<file path="src/rtl/adc_conversion_reader.sv">
// adc_conversion_reader: one ADC conversion plus SPI readout per accepted
// trigger. The result is presented on an AXI-Stream style master port.
// Missed triggers and overwritten words set sticky status bits.
module adc_conversion_reader #(
    parameter int DATA_WIDTH = 18,  // 1..32, shifted in MSB first
    parameter int CNV_CYCLES = 30,  // >= 1
    parameter int SCK_HALF   = 2    // >= 1
) (
    input  logic                  clk,
    input  logic                  resetn,
    input  logic                  trigger,
    output logic                  cnv,
    output logic                  sck,
    input  logic                  sdi,
    output logic [DATA_WIDTH-1:0] m_axis_tdata,
    output logic                  m_axis_tvalid,
    input  logic                  m_axis_tready,
    output logic                  busy,
    output logic                  missed_trig,
    output logic                  overflow
);

    localparam int MAXC = (CNV_CYCLES > SCK_HALF) ? CNV_CYCLES : SCK_HALF;
    localparam int CW   = $clog2(MAXC + 1);
    localparam int BW   = $clog2(DATA_WIDTH + 1);

    localparam logic [CW-1:0] CNV_LAST  = CW'(CNV_CYCLES - 1);
    localparam logic [CW-1:0] HALF_LAST = CW'(SCK_HALF - 1);
    localparam logic [BW-1:0] BIT_LAST  = BW'(DATA_WIDTH - 1);

    typedef enum logic [1:0] {
        IDLE    = 2'd0,
        CONVERT = 2'd1,
        SHIFT   = 2'd2
    } state_t;

    state_t                state, state_n;
    logic [CW-1:0]         cnt, cnt_n;         // cycles within CNV or SCK half-period
    logic [BW-1:0]         bit_cnt, bit_cnt_n; // bit periods completed in SHIFT
    logic [DATA_WIDTH-1:0] shreg, shreg_n;
    logic [DATA_WIDTH:0]   shift_in;
    logic [DATA_WIDTH-1:0] tdata_n;
    logic                  cnv_n, sck_n, tvalid_n, busy_n, missed_n, overflow_n;

    // Append the sampled bit at the LSB; the top bit falls off the wide vector.
    assign shift_in = {shreg, sdi};

    // Next-state, counter and registered-output logic.
    always_comb begin
        state_n    = state;
        cnt_n      = cnt;
        bit_cnt_n  = bit_cnt;
        shreg_n    = shreg;
        sck_n      = 1'b0;
        tdata_n    = m_axis_tdata;
        // A word handed over on this edge drops tvalid. A load below overrides this.
        tvalid_n   = m_axis_tvalid & ~m_axis_tready;
        missed_n   = missed_trig;
        overflow_n = overflow;

        if (trigger && state != IDLE)
            missed_n = 1'b1;

        case (state)
            IDLE: begin
                if (trigger) begin
                    state_n = CONVERT;
                    cnt_n   = '0;
                end
            end
            CONVERT: begin
                if (cnt == CNV_LAST) begin
                    state_n   = SHIFT;
                    cnt_n     = '0;
                    bit_cnt_n = '0;
                end else begin
                    cnt_n = cnt + CW'(1);
                end
            end
            SHIFT: begin
                sck_n = sck;
                if (cnt == HALF_LAST) begin
                    cnt_n = '0;
                    if (!sck) begin
                        // Rising SCK edge: sample the ADC's data line.
                        sck_n   = 1'b1;
                        shreg_n = shift_in[DATA_WIDTH-1:0];
                    end else begin
                        sck_n = 1'b0;
                        if (bit_cnt == BIT_LAST) begin
                            state_n  = IDLE;
                            tdata_n  = shreg;
                            tvalid_n = 1'b1;
                            if (m_axis_tvalid && !m_axis_tready)
                                overflow_n = 1'b1;
                        end else begin
                            bit_cnt_n = bit_cnt + BW'(1);
                        end
                    end
                end else begin
                    cnt_n = cnt + CW'(1);
                end
            end
            default: state_n = IDLE;
        endcase

        cnv_n  = (state_n == CONVERT);
        busy_n = (state_n != IDLE);
    end

    // State and output registers. An asynchronous reset aborts any read in progress.
    always_ff @(posedge clk or negedge resetn) begin
        if (!resetn) begin
            state         <= IDLE;
            cnt           <= '0;
            bit_cnt       <= '0;
            shreg         <= '0;
            cnv           <= 1'b0;
            sck           <= 1'b0;
            m_axis_tdata  <= '0;
            m_axis_tvalid <= 1'b0;
            busy          <= 1'b0;
            missed_trig   <= 1'b0;
            overflow      <= 1'b0;
        end else begin
            state         <= state_n;
            cnt           <= cnt_n;
            bit_cnt       <= bit_cnt_n;
            shreg         <= shreg_n;
            cnv           <= cnv_n;
            sck           <= sck_n;
            m_axis_tdata  <= tdata_n;
            m_axis_tvalid <= tvalid_n;
            busy          <= busy_n;
            missed_trig   <= missed_n;
            overflow      <= overflow_n;
        end
    end

endmodule

</file>
<file path="config.mk">
export PLATFORM = sky130hd
export DESIGN_NAME = adc_conversion_reader
export DESIGN_NICKNAME = d
export VERILOG_FILES = /design/src/rtl/adc_conversion_reader.sv
export SDC_FILE = /design/constraint.sdc
export NUM_CORES = 1
export LEC_CHECK = 0
export BUFFER_PORTS_ARGS = -buffer_cell sky130_fd_sc_hd__buf_2
export CAP_MARGIN = 25
export CELL_PAD_IN_SITES_DETAIL_PLACEMENT = 0
export CELL_PAD_IN_SITES_GLOBAL_PLACEMENT = 1
export CORE_ASPECT_RATIO = 1.1
export CORE_MARGIN = 8
export CORE_UTILIZATION = 47
export DETAILED_ROUTE_END_ITERATION = 16
export MAX_ROUTING_LAYER = met4
export PLACE_DENSITY_LB_ADDON = 0.08
export SLEW_MARGIN = 20
export SYNTH_ARGS = -nofsm -noshare
export SYNTH_HDL_FRONTEND = slang
export SYNTH_SLANG_ARGS = --single-unit
</file>
<file path="constraint.sdc">
create_clock -name clk -period 2.2 [get_ports clk]
set_input_delay 0.22 -clock clk [delete_from_list [all_inputs] [get_ports clk]]
set_output_delay 0.22 -clock clk [all_outputs]
set_load 0.1 [all_outputs]
</file>
==> impl_results.md, run 1 <==
* CTS tree: yes
* Syn avg cell area at 13.9 um2
* Commonest cells after routing, fill and taps aside: dfrtp_1 (53), mux2_2 (38), buf_2 (28)
* Fill cells at 438
* Top post-synthesis cells by area: dfrtp_1 (56%), mux2_2 (18%), ha_1 (4.7%)
* TritonRoute pass-1 iters at 4
* Min Tclk post-route at 1.96 ns
* Worst VDD drop at 0.331 mV
* Wire length on met2 at 2100 um
* Vias in the first global route at 1,567
* EDFF count, synth at 0
* Total track usage at 11.4%
* Startpoint types: register
* Total Power at 1.57 mW
* Mux contribution to synthesized area at 17.8%
* Finished Core Util at between 50% and 60%
* Static leakage at 1.37 nW
* Routed via count at around 1,500
* Crit path capture type: register
* Compound-Gate Fraction of Synth Area at 8.02%
* DR WL/cell at 15.5 um
* Required @ worst endpoint at 2.39 ns
* Area grow syn2layout at 13.0%
* Detailed placement HPWL at 2960 um
* Core box area at a little under 5000 um2
* Status: finished, final reports clean
* Cell Area, Synth at 2400 um2
* Antenna cells at 0
* First-pass GRT wire length at 7150 um
* Met1 Wirelength at 1730 um
* Max Cap Viol at 0
* Synth Net Count at around 190
* Final wirelength at 4140 um
* Post-route DRC at 0
* Hold WC Path Type: in -> async
* Port-buffer cells at 28
* Initial antenna violation count at 0
* Initial Utilization at between 40 and 50%
* Sequential cell area fraction in the yosys report at 56.2%
* Distinct cells, synth at 40
* Top Ports at 29
* Most common cell after layout, fill and taps aside: dfrtp_1
* Min Hold Slack at 0.0303 ns
* Slew Viols, Final at 0
* Fmax at 510 MHz
* Top routing layer in use: met4
* Full die area at between 7000 and 8000 um2
* Die height at 91 um
* Worst Path Arrival at 2.16 ns
* Clk_lat worst skew at approximately 0.3 ns
* RSZ-0062 raised after global routing: no
* Avg Vias per Cell at 5.46
* Root Driver: clkbuf_8
* DRT antenna net count at 0
* Post-synth top area share at a little under three fifths
* Layout Skew at 0.00697 ns
* Tightest Pin Transition at approximately 0.67 ns
* Adder-cell share of the synthesized area at 4.69%
* Area leader, netlist: dfrtp_1
* CTS Buf Count at 5
* Num rows at 27
* Crit Path Class: reg -> reg
* Synth Area in Simple Gates at between 10% and 20%
* Overflow left after global routing at 0
* Post-cts gate resize count at 0
* Number of placed cells counting well taps at roughly 260
* NumNets Final at around 220
* 1st-iter DRT viols at 29
* FFs w/ async S/R, synth at 100%
* PwrDens at 577 nW/um2
* Clock transition at path regs at approximately 0.090 ns
* Clock sinks at 54
* Non-Filler Instances at approximately 270
* Clock buffer depth at 2
* Synth Warn # at 0
* Die W at 84.2 um
* Final period utilization at 89.2%
* Setup Buffers After CTS at 0
* CTS Hold Bufs at 0
* GPL Wtd Cong at 0.793
* H-tree Lvls at 2
* Main combinational cell family by area after synthesis: multiplexers
* Layout cell share with drive strength beyond 1 at 43.1%
* Count of final setup violators at 0
* Setup TNS at 0 ns
* Hold Fails Final Rpt at 0
* Critical-path maximum fanout at 7
* Commonest register cell after synthesis: dfrtp_1
* Worst relative slew slack at a little under three fifths
* Synth Area in XOR/XNOR at 0%
* Synthesized flop and latch total at 54
* Synth Instances at around 170
* Routed wl met3 at 250 um
* Pin count of the biggest net entering global routing at 55
## state kept, by name, indices dropped and copies added, names as in the netlist
name	count
cnt	5
bit_cnt	5
busy	1
missed_trig	1
cnv	1
sck	1
shreg	18
state	2
m_axis_tdata	18
m_axis_tvalid	1
overflow	1
## synthesized netlist by cell type (all sizes together), types with 2 or more instances
cell type  instances
a211o              2
a211oi             2
a21o               2
a21oi              4
a22o               4
and3               3
buf                3
dfrtp             54
ha                 9
inv                8
mux2              38
nand2              4
nand3              3
nand4              3
nor2               4
nor2b              5
nor3               2
nor4               2
nor4b              2
o21ai              3
o31ai              4
or2                2
## final cells by class
type | instances | area (um2) | share of cell area [%]
Timing Repair Buffer | 31 | 163 | 5.99
Clock inverter | 3 | 21.3 | 0.783
Sequential cell | 54 | 1350 | 49.8
Inverter | 8 | 30.0 | 1.11
Tap cell | 58 | 72.6 | 2.67
Multi-Input combinational cell | 108 | 1010 | 37.1
Clock buffer | 5 | 68.8 | 2.53
## stage by stage
step | setup WS, ns | area [um2]
finish | 0.239 | 2720
global route | 0.0663 | 2720
CTS | 0.198 | 2720
detailed placement | 0.209 | 2630
global placement | 0.314 | 2630
floorplan | 0.351 | 2400
## layer usage
metal / vias to the layer above / GRT usage (%)
met5: - / -
met4: 0 / 4.18
met3: 6 / 4.11
met2: 32 / 19.2
met1: 720 / 12.0
li1: 699 / -
## worst max-delay path: stages (launching register included)
cell and delay [ns]:
dfrtp_1 0.40, inv_1 0.08, ha_1 0.20, nand4_1 0.16
a21oi_1 0.53, o21ai_2 0.18, a211o_1 0.32
## kinds of logic (layout without fill, tap and decap cells)
| family | count (synthesis) | count (layout) |
|---|---|---|
| AOI/OAI and AO/OA | 24 | 24 |
| adders and majority gates | 9 | 9 |
| buffers and inverters | 11 | 47 |
| DFF | 54 | 54 |
| muxes | 38 | 38 |
| and+or+nand+nor | 37 | 37 |
## worst paths after layout
check                      cells past startpoint   startpoint          endpoint  slack (ns)
max                                            6       cnt[1]        bit_cnt[2]        0.24
min                                            2       resetn  m_axis_tdata[15]        0.03
max reg2reg                                    6       cnt[1]        bit_cnt[2]        0.24
min reg2reg                                    1  missed_trig       missed_trig        0.47
max in group asynchronous                      2       resetn               sck        1.69
min in group clk                               2      trigger       missed_trig        0.15
## power breakdown
group	internal (mW)	leakage, nW	switching [mW]	total, mW
clock	0.224	0.0441	0.313	0.537
sequential	0.997	0.714	0.00375	1.00
combinational	0.00799	0.616	0.0205	0.0285
No activity file was read; power rests on OpenSTA's default activity.
==> run 2: changes to the inputs <==
--- a/config.mk
+++ b/config.mk
@@ -9,7 +9,6 @@
 export CAP_MARGIN = 25
 export CELL_PAD_IN_SITES_DETAIL_PLACEMENT = 0
 export CELL_PAD_IN_SITES_GLOBAL_PLACEMENT = 1
-export CORE_ASPECT_RATIO = 1.1
 export CORE_MARGIN = 8
 export CORE_UTILIZATION = 47
 export DETAILED_ROUTE_END_ITERATION = 16
==> run 2 against run 1 <==
- total power grew 7.5%
- first-iteration DRC count up 130%
- largest cell class unchanged
- non-clock buffer count grew 4
- largest power group unchanged
- fmax down 1.9%
- utilization rose by 0.87 points
- die area about the same
- critical endpoint unchanged
- count of clock-buffer cells in the layout grew 1
- combinational power grew 11%
==> impl_results.md, run 2 (synthesis results as in run 1) <==
* Status: finished, final reports clean
* CTS tree: yes
* Avg Vias per Cell at 5.25
* Clock transition at path regs at 0.09 ns
* Commonest cells after routing, fill and taps aside: dfrtp_1 (53), mux2_2 (38), buf_2 (28)
* Root Driver: clkbuf_8
* TritonRoute pass-1 iters at 4
* Non-Filler Instances at ~280
* Register area at 1350 um2
* Slew Viols, Final at 0
* Switch share at 20.0%
* Min Hold Slack at 0.145 ns
* Count of final setup violators at 0
* Clk_lat worst skew at around 0.30 ns
* Finished Core Util at a little under three fifths
* Post-route DRC at 0
* Regs by FF count: m_axis_tdata (18), shreg (18)
* Worst VDD drop at 0.505 mV
* Die W at about 88 um
* Most common cell after layout, fill and taps aside: dfrtp_1
* Hold Fails Final Rpt at 0
* CTS Hold Bufs at 1
* CTS Buf Count at 5
* Critical-path maximum fanout at 7
* Internal at 1.35 mW
* Detailed placement HPWL at 3200 um
* Area grow syn2layout at 15.8%
* Vias in the first global route at 1,593
* Total track usage at 13.0%
* Reg-to-reg startpoint: cnt[1]
* Initial antenna violation count at 0
* Final wirelength at 4370 um
* Hold EP: shreg[0]
* Wire length on met2 at 2060 um
* Fill cells at 450
* First-pass GRT wire length at between 7000 and 8000 um
* 1st-iter DRT viols at between 60 and 70
* Crit Path Class: reg -> reg
* Sequential share of power at 59.5%
* Port-buffer cells at 28
* R2R Setup Slk at around 0.20 ns
* Required @ worst endpoint at 2.39 ns
* Max Cap Viol at 0
* Full die area at 7660 um2
* Multi-input logic area at 1010 um2
* Top routing layer in use: met4
* Setup crit start: cnt[1]
* Met1 Wirelength at 2040 um
* RSZ-0062 raised after global routing: no
* GPL Wtd Cong at around 0.8
* Worst relative slew slack at 56.9%
* Number of placed cells counting well taps at 274
* Startpoint types: register
* Fmax at 500 MHz
* Hold Startpoint: sdi
* Tightest Pin Transition at about 0.65 ns
* Layout cell share with drive strength beyond 1 at 43.2%
* Overflow left after global routing at 0
* Post-cts gate resize count at 0
* Clock buffer depth at 2
* Setup Buffers After CTS at 0
* DRT antenna net count at 0
* DR WL/cell at roughly 15 um
* Routed via count at 1,486
* Pin count of the biggest net entering global routing at 23
* Final period utilization at between 90 and 100%
* Initial Utilization at 48.0%
* Clock sinks at 54
* Hold depth at 2
* Core box area at 5010 um2
* Crit path capture type: register
* Min Tclk post-route at 2.00 ns
* Comb power frac at approximately 1.9%
* Worst R2R Path Depth at 6
* Static leakage at 1.40 nW
* NumNets Final at 226
* Routed wl met3 at 176 um
* Top Ports at 29
* H-tree Lvls at 2
* Clock power share at between 30% and 40%
* Die height at slightly below 90 um
* Switching pwr at 336 uW
* FF-to-FF End: bit_cnt[2]
* Setup TNS at 0 ns
* Antenna cells at 0
* Layout Skew at approximately 0.0038 ns
* Num rows at 26
* Hold WC Path Type: in -> reg
* PwrDens at 605 nW/um2
* Worst Path Arrival at 2.19 ns
run 2: changes by cell type in the layout (fill, tap and decap cells not counted):
cell	change
buf_4	+3
bufinv_16	+1
clkbuf_1	+1
clkinv_2	-1
clkinv_4	-1
dlygate4sd3_1	+1
run 2: power by group through the flow:
stage	sequential, mW	clock (mW)	combinational (mW)
finish	1.00	0.650	0.0317
global route	1.00	0.705	0.0371
CTS	1.00	0.671	0.0340
detailed placement	1.02	0	0.0327
global placement	1.02	0	0.0311
floorplan	1.02	0	0.00525
run 2: final cells by class:
| type | count | area share [%] |
|---|---|---|
| Clock inverter | 2 | 1.35 |
| Clock buffer | 6 | 2.61 |
| Inverter | 8 | 1.08 |
| Tap cell | 70 | 3.15 |
| Multi-Input combinational cell | 108 | 36.2 |
| Timing Repair Buffer | 35 | 7.01 |
| Sequential cell | 54 | 48.6 |
run 2: worst max path at each step:
stage                 end  depth (start not counted)
3_5_place_dp   bit_cnt[2]                          6
5_1_grt        bit_cnt[2]                          6
4_1_cts        bit_cnt[2]                          6
2_1_floorplan   shreg[10]                          4
3_3_place_gp   bit_cnt[4]                          6
6_report       bit_cnt[2]                          6
run 2: worst max-delay path: stages (launching register included):
cell and delay [ns]:
dfrtp_1 0.40, inv_1 0.07, ha_1 0.19, nand4_1 0.16, a21oi_1 0.58, o21ai_2 0.18
a211o_1 0.32
run 2: per-layer routing:
metal	GRT usage [%]	up-vias
met5	-	-
met4	6.09	0
met3	3.11	8
met2	20.3	31
met1	15.4	737
li1	-	710
run 2: through the flow:
stage / power, mW / instance area [um2] / setup WS [ns]
after floorplan: 1.03 / 2400 / 0.351
after global placement: 1.05 / 2660 / 0.318
after detailed placement: 1.05 / 2660 / 0.229
after CTS: 1.71 / 2780 / 0.203
after global routing: 1.74 / 2780 / 0.105
final: 1.68 / 2780 / 0.200
==> run 3: changes to the inputs <==
--- a/config.mk
+++ b/config.mk
@@ -12,7 +12,6 @@
 export CORE_MARGIN = 8
 export CORE_UTILIZATION = 47
 export DETAILED_ROUTE_END_ITERATION = 16
-export MAX_ROUTING_LAYER = met4
 export PLACE_DENSITY_LB_ADDON = 0.08
 export SLEW_MARGIN = 20
 export SYNTH_ARGS = -nofsm -noshare
==> run 3 against run 2 <==
- global-route usage down 0.33 points
- register-to-register slack barely moved
- cell area unchanged
- sequential share of layout area unchanged
- routed wire length up 0.25%
- non-clock buffer count unchanged
- highest routed layer unchanged
==> impl_results.md, run 3 (synthesis results as in run 1) <==
* Routed via count at 1,485
* Static leakage at 1.40 nW
* DRT antenna net count at 0
* Vias in the first global route at between 1,500 and 2,000
* First-pass GRT wire length at approximately 7500 um
* Most common cell after layout, fill and taps aside: dfrtp_1
* Slowest cell delay on critical path at 0.58 ns
* Clock sinks at 54
* Switching pwr at 337 uW
* Top Ports at 29
* NumNets Final at approximately 230
* Pin count of the biggest net entering global routing at 23
* Port-buffer cells at 28
* Commonest cells after routing, fill and taps aside: dfrtp_1 (53), mux2_2 (38), buf_2 (28)
* Clock power share at about two fifths
* Core box area at between 5000 and 6000 um2
* Die height at 87.5 um
* Crit path capture type: register
* Clk_lat worst skew at 0.30 ns
* Required @ worst endpoint at 2.39 ns
* Critical-path maximum fanout at 7
* CP max-delay cell: a21oi_1
* Worst Path Arrival at 2.19 ns
* Finished Core Util at 55.5%
* Worst relative slew slack at 56.9%
* Root Driver: clkbuf_8
* Final period utilization at 90.9%
* Initial antenna violation count at 0
* Register area at between 1000 and 1500 um2
* CP bufs+invs at 1
* Max Cap Viol at 0
* Status: finished, final reports clean
* PwrDens at 605 nW/um2
* Area grow syn2layout at 15.8%
* Multi-input logic area at 1010 um2
* Crit path cell chain: inv_1 -> ha_1 -> nand4_1 -> a21oi_1 -> o21ai_2 -> a211o_1
* Hold WC Path Type: in -> reg
* CTS Hold Bufs at 1
* Full die area at ~7700 um2
* Switch share at 20.0%
* Avg Vias per Cell at 5.25
* Post-route DRC at 0
* Layout Skew at 0.00433 ns
* Total track usage at 12.7%
* Die W at 87.5 um
* Num rows at 26
* Overflow left after global routing at 0
* Setup TNS at 0 ns
* Setup Buffers After CTS at 0
* Regs by FF count: m_axis_tdata (18), shreg (18)
* Crit Path Class: reg -> reg
* Clock buffer depth at 2
* Hold Fails Final Rpt at 0
* RSZ-0062 raised after global routing: no
* Fmax at approximately 500 MHz
* Layout cell share with drive strength beyond 1 at 43.2%
* TritonRoute pass-1 iters at 4
* CTS tree: yes
* CTS Buf Count at 5
* Count of final setup violators at 0
* Detailed placement HPWL at 3200 um
* Sequential share of power at around three fifths
* Initial Utilization at 48.0%
* Min Tclk post-route at 2.00 ns
* Fill cells at 450
* Cell family with most CP delay: compound AO/OA/AOI/OAI gates
* Final wirelength at 4380 um
* Antenna cells at 0
* Internal at approximately 1.3 mW
* Post-cts gate resize count at 0
* Slew Viols, Final at 0
* GPL Wtd Cong at 0.791
* Tightest Pin Transition at 0.647 ns
* Clock transition at path regs at 0.09 ns
* H-tree Lvls at 2
* Startpoint types: register
* Comb power frac at 1.9%
* DR WL/cell at 15.5 um
* Worst VDD drop at slightly above 0.5 mV
* 1st-iter DRT viols at between 70 and 80
run 3: cell counts in the layout (fill, tap and decap cells not counted):
No cell type changed its count.
run 3: final cells by class:
type                    count  share of cell area [%]
clock buffers               6                    2.61
clock inverters             2                    1.35
inverters                   8                    1.08
multi-input cells         108                    36.2
flip-flops and latches     54                    48.6
well taps                  70                    3.15
repair buffers             35                    7.01
run 3: routing by layer:
layer / wire [um] / vias up / global-route usage, %
met1: 2040 / 737 / 15.2
met5: 0 / - / 0
met2: 2050 / 30 / 20.4
li1: - / 710 / -
met3: 212 / 8 / 4.43
met4: 68 / 0 / 4.69
run 3: power groups by stage:
stage / clock, mW / sequential (mW) / combinational, mW
2_1_floorplan: 0 / 1.02 / 0.00525
3_3_place_gp: 0 / 1.02 / 0.0311
3_5_place_dp: 0 / 1.02 / 0.0327
4_1_cts: 0.671 / 1.00 / 0.0340
5_1_grt: 0.707 / 1.00 / 0.0371
6_report: 0.651 / 1.00 / 0.0319
run 3: per-stage QoR:
stage,worst slack (ns),hold WS [ns],power (mW),cell area [um2],cells
after floorplan,0.351,-0.0756,1.03,2400,173
after global placement,0.318,0.195,1.05,2660,274
after detailed placement,0.229,0.212,1.05,2660,274
after CTS,0.203,0.135,1.71,2780,283
after global routing,0.105,0.124,1.75,2780,283
final,0.201,0.144,1.68,2780,283
run 3: final timing paths:
| path | startpoint | to | slack, ns | cells after the start |
|---|---|---|---|---|
| worst min register to register | missed_trig | missed_trig | 0.47 | 1 |
| max in group asynchronous | resetn | shreg[0] | 1.14 | 3 |
| worst min-delay path | sdi | shreg[0] | 0.14 | 2 |
| worst max register to register | cnt[1] | bit_cnt[2] | 0.20 | 6 |
| worst max-delay path | cnt[1] | bit_cnt[2] | 0.20 | 6 |
| min in group asynchronous | resetn | m_axis_tdata[16] | 0.41 | 2 |
run 3: worst reg2reg max path: stages (launching register included):
cell	delay (ns)
dfrtp_1	0.40
inv_1	0.07
ha_1	0.19
nand4_1	0.16
a21oi_1	0.58
o21ai_2	0.18
a211o_1	0.32
